**config.mk**
```make
export PLATFORM = sky130hd
export DESIGN_NAME = rs232_tx_scheduler_flat
export DESIGN_NICKNAME = d
export VERILOG_FILES = /design/src/rtl/rs232_tx_scheduler_pkg.sv /design/src/rtl/rs232_tx_scheduler_if.sv /design/src/rtl/rs232_timer.sv /design/src/rtl/rs232_tx_scheduler.sv /design/src/flat_wrapper.sv
export SDC_FILE = /design/constraint.sdc
export NUM_CORES = 1
export LEC_CHECK = 0
export CAP_MARGIN = 20
export CELL_PAD_IN_SITES_DETAIL_PLACEMENT = 1
export CELL_PAD_IN_SITES_GLOBAL_PLACEMENT = 1
export CORE_UTILIZATION = 45
export CTS_BUF_LIST = sky130_fd_sc_hd__clkbuf_8
export DETAILED_ROUTE_END_ITERATION = 6
export PLACE_DENSITY_LB_ADDON = 0.2
export SYNTH_ARGS = -nofsm -noshare
export SYNTH_HDL_FRONTEND = slang
export SYNTH_HIERARCHICAL = 1
export SYNTH_SLANG_ARGS = --single-unit
```
**constraint.sdc**
```tcl
create_clock -name clk -period 6.8 [get_ports clk]
set_clock_uncertainty 0.1 [all_clocks]
set_input_delay 1.7 -clock clk [delete_from_list [all_inputs] [get_ports clk]]
set_output_delay 1.7 -clock clk [all_outputs]
set_load 0.02 [all_outputs]
```
**src/rtl/rs232_tx_scheduler_pkg.sv**
```systemverilog
// Shared types and constants for the RS232 transmit scheduler and its gap timer.
package rs232_tx_scheduler_pkg;

  // Scheduler state encoding; CHECK is reserved and never entered.
  localparam int STATE_W = 3;
  typedef enum logic [STATE_W-1:0] {
    ST_IDLE  = 3'd0,
    ST_SEND  = 3'd1,
    ST_GAP   = 3'd2,
    ST_ACK   = 3'd3,
    ST_CHECK = 3'd4
  } state_t;

  // Default inter-byte gap lengths in clock cycles (before the fixed 2-cycle overhead).
  localparam int rs232_delay       = 10;
  localparam int rs232_extra_delay = 20;

  // Gap timer counter width and state encoding.
  localparam int TIMER_W = 16;
  typedef enum logic {
    TM_IDLE = 1'b0,
    TM_RUN  = 1'b1
  } timer_state_t;

  // True when a byte needs the extended gap after it.
  function automatic logic needs_extra(input logic [7:0] b, input logic [7:0] marker);
    return (b == marker);
  endfunction

endpackage

```
**src/rtl/rs232_tx_scheduler_if.sv**
```systemverilog
// Requester/UART-side signal bundle of the RS232 transmit scheduler.
interface rs232_tx_scheduler_if;
  logic       req_a;
  logic [7:0] data_a;
  logic       req_b;
  logic [7:0] data_b;
  logic       tx_ready;
  logic [7:0] tx_data;
  logic       tx_start;
  logic       ack_a;
  logic       ack_b;
  logic       busy;
  logic [2:0] state;

  // Environment side: requesters and the UART ready flag.
  modport master (
    output req_a, data_a, req_b, data_b, tx_ready,
    input  tx_data, tx_start, ack_a, ack_b, busy, state
  );

  // Scheduler side.
  modport slave (
    input  req_a, data_a, req_b, data_b, tx_ready,
    output tx_data, tx_start, ack_a, ack_b, busy, state
  );
endinterface

```
**src/rtl/rs232_timer.sv**
```systemverilog
// One-shot gap timer: after a start pulse, emits a one-cycle done pulse
// DELAY (or DELAY + EXTRA_DELAY) cycles after it latched the start.
module rs232_timer
  import rs232_tx_scheduler_pkg::*;
#(
  parameter int DELAY       = rs232_delay,
  parameter int EXTRA_DELAY = rs232_extra_delay
) (
  input  logic         clk,
  input  logic         reset_n,
  input  logic         start,
  input  logic         extra_delay,
  output logic         done,
  output timer_state_t state
);

  // Count loads minus one because the terminal-count cycle itself raises done.
  localparam logic [TIMER_W-1:0] LOAD_NORM = TIMER_W'(DELAY - 1);
  localparam logic [TIMER_W-1:0] LOAD_EXT  = TIMER_W'(DELAY + EXTRA_DELAY - 1);

  logic [TIMER_W-1:0] cnt_reg;

  // Load on start, count down while running, pulse done at zero.
  always_ff @(posedge clk or negedge reset_n) begin
    if (!reset_n) begin
      state   <= TM_IDLE;
      cnt_reg <= '0;
      done    <= 1'b0;
    end else begin
      done <= 1'b0;
      case (state)
        TM_IDLE: begin
          if (start) begin
            cnt_reg <= extra_delay ? LOAD_EXT : LOAD_NORM;
            state   <= TM_RUN;
          end
        end
        TM_RUN: begin
          if (cnt_reg == '0) begin
            done  <= 1'b1;
            state <= TM_IDLE;
          end else begin
            cnt_reg <= cnt_reg - 1'b1;
          end
        end
        default: state <= TM_IDLE;
      endcase
    end
  end

endmodule

```
**src/rtl/rs232_tx_scheduler.sv**
```systemverilog
// Round-robin scheduler that feeds bytes from two requesters into a UART,
// enforcing a timed gap (longer after the marker byte) before acknowledging.
module rs232_tx_scheduler
  import rs232_tx_scheduler_pkg::*;
#(
  parameter logic [7:0] EXTRA_DELAY_CHAR  = 8'h0D,
  parameter int         RS232_DELAY       = rs232_delay,
  parameter int         RS232_EXTRA_DELAY = rs232_extra_delay
) (
  input  logic                  clk,
  input  logic                  reset_n,
  rs232_tx_scheduler_if.slave   bus
);

  state_t     state_reg;
  logic [7:0] tx_data_reg;
  logic       tx_start_reg;
  logic       ack_a_reg;
  logic       ack_b_reg;
  logic       busy_reg;
  logic       last_b_reg;      // 1: B was served last, so A wins a tie
  logic       grant_a_reg;     // requester owning the byte in flight
  logic       timer_start_reg;
  logic       extra_reg;
  logic       timer_done;

  // The timer's debug state has no consumer here.
  timer_state_t timer_state_unused;

  rs232_timer #(
    .DELAY       (RS232_DELAY),
    .EXTRA_DELAY (RS232_EXTRA_DELAY)
  ) u_timer (
    .clk         (clk),
    .reset_n     (reset_n),
    .start       (timer_start_reg),
    .extra_delay (extra_reg),
    .done        (timer_done),
    .state       (timer_state_unused)
  );

  // Grant, hand the byte to the UART, wait out the gap, then acknowledge for one cycle.
  always_ff @(posedge clk or negedge reset_n) begin
    if (!reset_n) begin
      state_reg       <= ST_IDLE;
      tx_data_reg     <= 8'h00;
      tx_start_reg    <= 1'b0;
      ack_a_reg       <= 1'b0;
      ack_b_reg       <= 1'b0;
      busy_reg        <= 1'b0;
      last_b_reg      <= 1'b1;
      grant_a_reg     <= 1'b0;
      timer_start_reg <= 1'b0;
      extra_reg       <= 1'b0;
    end else begin
      tx_start_reg    <= 1'b0;
      timer_start_reg <= 1'b0;
      case (state_reg)
        ST_IDLE: begin
          if (bus.req_a || bus.req_b) begin
            if (bus.req_a && (!bus.req_b || last_b_reg)) begin
              grant_a_reg <= 1'b1;
              tx_data_reg <= bus.data_a;
              extra_reg   <= needs_extra(bus.data_a, EXTRA_DELAY_CHAR);
            end else begin
              grant_a_reg <= 1'b0;
              tx_data_reg <= bus.data_b;
              extra_reg   <= needs_extra(bus.data_b, EXTRA_DELAY_CHAR);
            end
            busy_reg  <= 1'b1;
            state_reg <= ST_SEND;
          end
        end
        ST_SEND: begin
          if (bus.tx_ready) begin
            tx_start_reg    <= 1'b1;
            timer_start_reg <= 1'b1;
            state_reg       <= ST_GAP;
          end
        end
        ST_GAP: begin
          if (timer_done) begin
            ack_a_reg  <= grant_a_reg;
            ack_b_reg  <= !grant_a_reg;
            last_b_reg <= !grant_a_reg;
            state_reg  <= ST_ACK;
          end
        end
        ST_ACK: begin
          ack_a_reg <= 1'b0;
          ack_b_reg <= 1'b0;
          busy_reg  <= 1'b0;
          state_reg <= ST_IDLE;
        end
        default: begin
          ack_a_reg <= 1'b0;
          ack_b_reg <= 1'b0;
          busy_reg  <= 1'b0;
          state_reg <= ST_IDLE;
        end
      endcase
    end
  end

  assign bus.tx_data  = tx_data_reg;
  assign bus.tx_start = tx_start_reg;
  assign bus.ack_a    = ack_a_reg;
  assign bus.ack_b    = ack_b_reg;
  assign bus.busy     = busy_reg;
  assign bus.state    = state_reg;

endmodule

```
**src/flat_wrapper.sv**
```systemverilog
// flat-port wrapper written by rule: the top's interface ports become plain ports
module rs232_tx_scheduler_flat import rs232_tx_scheduler_pkg::*;
#(
  parameter logic [7:0] EXTRA_DELAY_CHAR  = 8'h0D,
  parameter int         RS232_DELAY       = rs232_delay,
  parameter int         RS232_EXTRA_DELAY = rs232_extra_delay
)
  (clk, reset_n, bus_req_a, bus_data_a, bus_req_b, bus_data_b, bus_tx_ready, bus_tx_data, bus_tx_start, bus_ack_a, bus_ack_b, bus_busy, bus_state);
  rs232_tx_scheduler_if bus_i ();
  input  logic clk;
  input  logic reset_n;
  input wire logic [$bits(bus_i.req_a)-1:0] bus_req_a;
  input wire logic [$bits(bus_i.data_a)-1:0] bus_data_a;
  input wire logic [$bits(bus_i.req_b)-1:0] bus_req_b;
  input wire logic [$bits(bus_i.data_b)-1:0] bus_data_b;
  input wire logic [$bits(bus_i.tx_ready)-1:0] bus_tx_ready;
  output wire logic [$bits(bus_i.tx_data)-1:0] bus_tx_data;
  output wire logic [$bits(bus_i.tx_start)-1:0] bus_tx_start;
  output wire logic [$bits(bus_i.ack_a)-1:0] bus_ack_a;
  output wire logic [$bits(bus_i.ack_b)-1:0] bus_ack_b;
  output wire logic [$bits(bus_i.busy)-1:0] bus_busy;
  output wire logic [$bits(bus_i.state)-1:0] bus_state;
  assign bus_i.req_a = bus_req_a;
  assign bus_i.data_a = bus_data_a;
  assign bus_i.req_b = bus_req_b;
  assign bus_i.data_b = bus_data_b;
  assign bus_i.tx_ready = bus_tx_ready;
  assign bus_tx_data = bus_i.tx_data;
  assign bus_tx_start = bus_i.tx_start;
  assign bus_ack_a = bus_i.ack_a;
  assign bus_ack_b = bus_i.ack_b;
  assign bus_busy = bus_i.busy;
  assign bus_state = bus_i.state;
  rs232_tx_scheduler #(.EXTRA_DELAY_CHAR(EXTRA_DELAY_CHAR), .RS232_DELAY(RS232_DELAY), .RS232_EXTRA_DELAY(RS232_EXTRA_DELAY)) u_core (.clk(clk), .reset_n(reset_n), .bus(bus_i));
endmodule
```
==> results of run 1 <==
## cell type report
cell class | count | area (sq um)
fill | 458 | 1700
multi-input combinational | 146 | 976
sequential | 35 | 877
timing repair buffer | 35 | 348
clock buffer | 7 | 96.3
tap | 50 | 62.6
inverter | 12 | 52.6
clock inverter | 1 | 3.75
## per-layer routing
metal  up-vias  GRT usage, %  wire (microns)
li1        820             -               -
met1       863          28.3            2140
met2        41          44.5            2750
met3        12          6.00             196
met4         0          12.2             121
met5         -             0               0
## Yosys cell counts, types with 5 or more instances
master,number
dfrtp_1,34
o21ai_0,18
nor2_1,13
a21oi_1,12
a31oi_1,11
inv_1,11
nand2_1,11
nand3b_1,8
or3_1,6
nor4_1,5
## kinds of logic after synthesis
group / count (synthesis)
XOR/XNOR: 2
flip-flops: 35
multiplexers: 4
adder cells (fa/ha/maj): 4
other: 1
buffers and inverters: 22
AO/OA/AOI/OAI: 56
AND/OR/NAND/NOR: 79
## power by group
part | internal [uW] | switching [uW] | leakage [uW]
logic | 200 | 231 | 0.000508
registers | 292 | 90.6 | 0.000425
clock network | 91.0 | 75.4 | 0.0000557
## stage by stage
step                      instance area (sq um)  hold WS [ns]  utilization, %  total power, uW  setup WS, ns
after CTS                                  2420         0.403            58.7              985          3.49
after global routing                       2420         0.439            58.7             1050          3.38
final                                      2420         0.403            58.7              980          3.49
after floorplan                            1980         0.339               -              659          4.13
after global placement                     2320         0.381            56.3              777          3.27
after detailed placement                   2320         0.388            56.3              812          3.20
## worst paths after layout
check / start / endpoint / slack [ns] / cells past startpoint
setup / recovery: bus_req_a / u_core/extra_reg / 3.49 / 4
hold reg to reg: u_core/grant_a_reg / u_core/last_b_reg / 0.40 / 1
hold / removal: u_core/grant_a_reg / u_core/last_b_reg / 0.40 / 1
setup reg to reg: u_core/u_timer/cnt_reg[0] / u_core/u_timer/cnt_reg[14] / 4.25 / 6
max in group asynchronous: reset_n / u_core/last_b_reg / 4.53 / 2
min in group asynchronous: reset_n / u_core/u_timer/cnt_reg[7] / 1.72 / 2
==> results.sh, run 1 <==
export IMPL_grt_usage_pct=25.3
export IMPL_instances_no_fill=286
export IMPL_fp_row_count=23
export IMPL_grt_pass1_vias=1822
export IMPL_die_y_microns=68.3
export IMPL_cp_end_kind="flip-flop"
export IMPL_synth_simple_area_share_pct=25.8
export IMPL_drc=0
export IMPL_crit_buf_inv=1
export IMPL_relSlewSlack_pct=59.8
export IMPL_synth_xor_area_share_pct=0.886
export IMPL_htreeDepth=2
export IMPL_cts_inserted_buffers=5
export IMPL_crit_path_cell_trace="clkdlybuf4s50_1 > o21a_1 > o2111ai_1 > o211ai_2"
export IMPL_synthToLayoutAreaGrowth_pct=22.2
export IMPL_period_needed_ns=3.31
export IMPL_synth_compound_area_share_pct=17.8
export IMPL_slew_violations=0
export IMPL_wirelength_mm=5.21
export IMPL_dp_cells=278
export IMPL_power_density_nw_per_um2=406
export IMPL_cts_resized=0
export IMPL_synth_edf_count=0
export IMPL_first_iter_violations=122
export IMPL_dp_hpwl_mm=3.76
export IMPL_synth_mux_area_share_pct=2.09
export IMPL_hold_viol=0
export IMPL_routedWlPerCell_microns=18.2
export IMPL_yosysWarningCount=6
export IMPL_nets=260
export IMPL_async_reset_ff_share_pct=100
export IMPL_drive_gt1_share_pct=10.6
export IMPL_netlist_area_sq_um=1980
export IMPL_root_buffer="clkbuf_8"
export IMPL_cp_slowest_cell="clkdlybuf4s50_1"
export IMPL_leakage_uw=0.000988
export IMPL_layout_common_cells="34 x clkdlybuf4s50_1, 34 x dfrtp_1, 18 x o21ai_0"
export IMPL_io_pin_count=36
export IMPL_largest_reg_flops=16
export IMPL_routabilityCongestion=0.807
export IMPL_cts_path_max_buffers=2
export IMPL_grt_max_degree=36
export IMPL_ys_types=52
export IMPL_path_class="input port to flip-flop"
export IMPL_numPortBuffers=34
export IMPL_hp_class="flip-flop to flip-flop"
export IMPL_synth_top_cell_area_share_pct=43.0
export IMPL_synth_top_family_by_area="simple AND/OR/NAND/NOR gates"
export IMPL_outcome="finished clean"
export IMPL_crit_fanout=17
export IMPL_cts_tree="built"
export IMPL_seq_area_frac_synth_pct=44.4
export IMPL_ys_seq_elements=35
export IMPL_cp_slowest_stage_delay_ns=0.83
export IMPL_clock_fmax_mhz=302
export IMPL_arrival_ns=3.42
export IMPL_initial_utilization_pct=48.0
export IMPL_fin_crit_sh_pct=48.7
export IMPL_synth_nets=228
export IMPL_critical_path_top_delay_family="compound AO/OA/AOI/OAI gates"
export IMPL_worstPathRequired_ns=6.91
export IMPL_ys_flop_type="dfrtp_1"
export IMPL_cts_setup_buffers=0
export IMPL_num_vias=1736
export IMPL_antenna_found_initial=0
export IMPL_core_sq_um=4120
export IMPL_yosys_area_top_type="dfrtp_1"
export IMPL_rsz0062_at_grt="no"
export IMPL_grt_pass1_wl_mm=8.51
export IMPL_startpoint_type="input port"
export IMPL_die_area_sq_um=4660
export IMPL_ant_nets=0
export IMPL_overflow=0
export IMPL_cts_hold_buf=0
export IMPL_tightest_slew_ns=0.597
export IMPL_syn_inst=203
export IMPL_clkTransAtPathRegs_ns=0.07
export IMPL_clock_latency_ns=0.29
export IMPL_clock_sinks=35
export IMPL_drv_cap=0
export IMPL_synth_area_leaders="dfrtp_1 43%, o21ai_0 4.6%, a31oi_1 3.5%, a21oi_1 3.0%, nand3b_1 3.0%"
export IMPL_finalSetupViolations=0
export IMPL_synthAdderAreaFrac_pct=2.53
export IMPL_drt_pass1_iter_count=4
export IMPL_vias_per_cell=6.07
export IMPL_diodes=0
export IMPL_avgSynthCellArea_sq_um=9.74
export IMPL_vdd_drop_max_mv=0.272
export IMPL_die_w_microns=68.3
export IMPL_tns_ns=0
No activity file was read; power rests on OpenSTA's default activity.
==> run 2: changes to the inputs <==
--- a/config.mk
+++ b/config.mk
@@ -8,7 +8,7 @@
 export CAP_MARGIN = 20
 export CELL_PAD_IN_SITES_DETAIL_PLACEMENT = 1
 export CELL_PAD_IN_SITES_GLOBAL_PLACEMENT = 1
-export CORE_UTILIZATION = 45
+export CORE_UTILIZATION = 37
 export CTS_BUF_LIST = sky130_fd_sc_hd__clkbuf_8
 export DETAILED_ROUTE_END_ITERATION = 6
 export PLACE_DENSITY_LB_ADDON = 0.2
==> constraint.sdc (replaced) <==
create_clock -name clk -period 2.75 [get_ports clk]
set_clock_uncertainty 0.1 [all_clocks]
set_input_delay 0.6875 -clock clk [delete_from_list [all_inputs] [get_ports clk]]
set_output_delay 0.6875 -clock clk [all_outputs]
set_load 0.02 [all_outputs]
==> run 2 against run 1 <==
Against the previous run:
- sequential power increased by 140%
- sequential share of layout area decreased by 0.50 points
- clock power increased by 130%
- critical path depth increased by 2
- power increased by 140%
- critical path type is now flip-flop to flip-flop
- core utilization decreased by 11 points
- largest power group unchanged
- combinational power increased by 140%
==> results.sh, run 2 (synthesis results as in run 1) <==
export IMPL_grt_usage_pct=18.7
export IMPL_vias_per_cell=5.41
export IMPL_cp_end_kind="flip-flop"
export IMPL_power_density_nw_per_um2=962
export IMPL_cts_resized=0
export IMPL_cts_inserted_buffers=5
export IMPL_cts_tree="built"
export IMPL_clkTransAtPathRegs_ns=0.07
export IMPL_outcome="finished clean"
export IMPL_clock_fmax_mhz=414
export IMPL_routedWlPerCell_microns=14.8
export IMPL_tns_ns=0
export IMPL_clock_latency_ns=0.28
export IMPL_grt_pass1_wl_mm=7.91
export IMPL_cts_setup_buffers=0
export IMPL_worstPathRequired_ns=2.86
export IMPL_dp_cells=301
export IMPL_critPathLaunch="u_core/u_timer/cnt_reg[0]"
export IMPL_fp_row_count=26
export IMPL_synthToLayoutAreaGrowth_pct=23.9
export IMPL_relSlewSlack_pct=48.2
export IMPL_layout_common_cells="34 x dfrtp_1, 33 x clkdlybuf4s50_1, 18 x o21ai_0"
export IMPL_layout_commonest_cell="dfrtp_1"
export IMPL_drive_gt1_share_pct=12.1
export IMPL_overflow=0
export IMPL_crit_fanout=7
export IMPL_r2r_cells=6
export IMPL_slew_violations=0
export IMPL_timing_rr_end="u_core/u_timer/cnt_reg[14]"
export IMPL_drt_pass1_iter_count=4
export IMPL_root_buffer="clkbuf_8"
export IMPL_r2r_start="u_core/u_timer/cnt_reg[0]"
export IMPL_first_iter_violations=50
export IMPL_grt_pass1_vias=1675
export IMPL_hp_class="input port to async pin"
export IMPL_io_pin_count=36
export IMPL_fillers=626
export IMPL_leakage_uw=0.00100
export IMPL_wirelength_mm=4.57
export IMPL_antenna_found_initial=0
export IMPL_htreeDepth=2
export IMPL_numPortBuffers=34
export IMPL_dp_hpwl_mm=3.46
export IMPL_critPathCapture="u_core/u_timer/cnt_reg[14]"
export IMPL_routabilityCongestion=0.770
export IMPL_largest_reg_flops=16
export IMPL_ant_nets=0
export IMPL_hold_viol=0
export IMPL_instances_no_fill=309
export IMPL_initial_utilization_pct=38.5
export IMPL_die_w_microns=75.1
export IMPL_clock_sinks=35
export IMPL_num_vias=1673
export IMPL_diodes=0
export IMPL_drv_cap=0
export IMPL_grt_max_degree=36
export IMPL_fin_crit_sh_pct=87.9
export IMPL_period_needed_ns=2.42
export IMPL_cts_path_max_buffers=2
export IMPL_drc=0
export IMPL_die_y_microns=75.1
export IMPL_startpoint_type="flip-flop"
export IMPL_die_area_sq_um=5640
export IMPL_path_class="flip-flop to flip-flop"
export IMPL_r2r_slack_ns=0.33
export IMPL_rsz0062_at_grt="no"
export IMPL_nets=263
export IMPL_core_sq_um=5140
export IMPL_arrival_ns=2.52
export IMPL_cts_hold_buf=0
export IMPL_tightest_slew_ns=0.778
export IMPL_finalSetupViolations=0
export IMPL_vdd_drop_max_mv=0.512
run 2: cell types whose count changed in the layout (fill, tap and decap cells not counted), sizes merged:
cell           delta
clkbuf            -1
buf               +4
clkdlybuf4s50     -1
clkinv            +1
run 2: worst max-delay path, stage by stage, from the launching register on:
cell and delay, ns:
dfrtp_1 0.40, inv_1 0.10, ha_1 0.21, or3b_2 0.48
or3_1 0.42, or4_1 0.50, a21oi_1 0.15
run 2: per-stage QoR:
stage	util [%]	setup WS, ns	total power [uW]	cell area [sq um]	hold WS [ns]
CTS	47.7	0.326	2380	2450	0.411
global route	47.7	0.246	2550	2450	0.427
global placement	45.9	0.408	1970	2360	0.388
floorplan	-	0.445	1630	1980	0.292
finish	47.7	0.334	2360	2450	0.380
detailed placement	45.9	0.349	1990	2360	0.396
run 2: final cells by class:
class	instances	area (sq um)	share of cell area [%]
clock inverters	2	8.76	0.358
flip-flops and latches	35	877	35.8
inverters	12	52.6	2.15
repair buffers	38	365	14.9
clock buffers	6	82.6	3.37
well taps	70	87.6	3.58
multi-input cells	146	976	39.8
run 2: worst min-delay path by stage:
stage	end	slack [ns]	depth (start not counted)	from
after detailed placement	u_core/bus.busy	0.40	1	u_core/bus.busy
final	u_core/u_timer/cnt_reg[7]	0.38	1	reset_n
after floorplan	u_core/bus.ack_a	0.29	0	reset_n
after global routing	u_core/last_b_reg	0.43	1	u_core/grant_a_reg
after CTS	u_core/last_b_reg	0.41	1	u_core/grant_a_reg
after global placement	u_core/last_b_reg	0.39	1	u_core/grant_a_reg
run 2: power by group:
part | internal (uW) | switching (uW)
registers | 722 | 200
logic | 506 | 548
clock network | 198 | 182
total | 1430 | 931
run 2: routing by layer:
layer	share of wire (%)	vias to the layer above	track usage, %
met5	0	-	0
met4	0.74	0	4.61
met3	4.5	4	5.35
met2	48	33	32.5
met1	47	814	22.9
li1	-	822	-
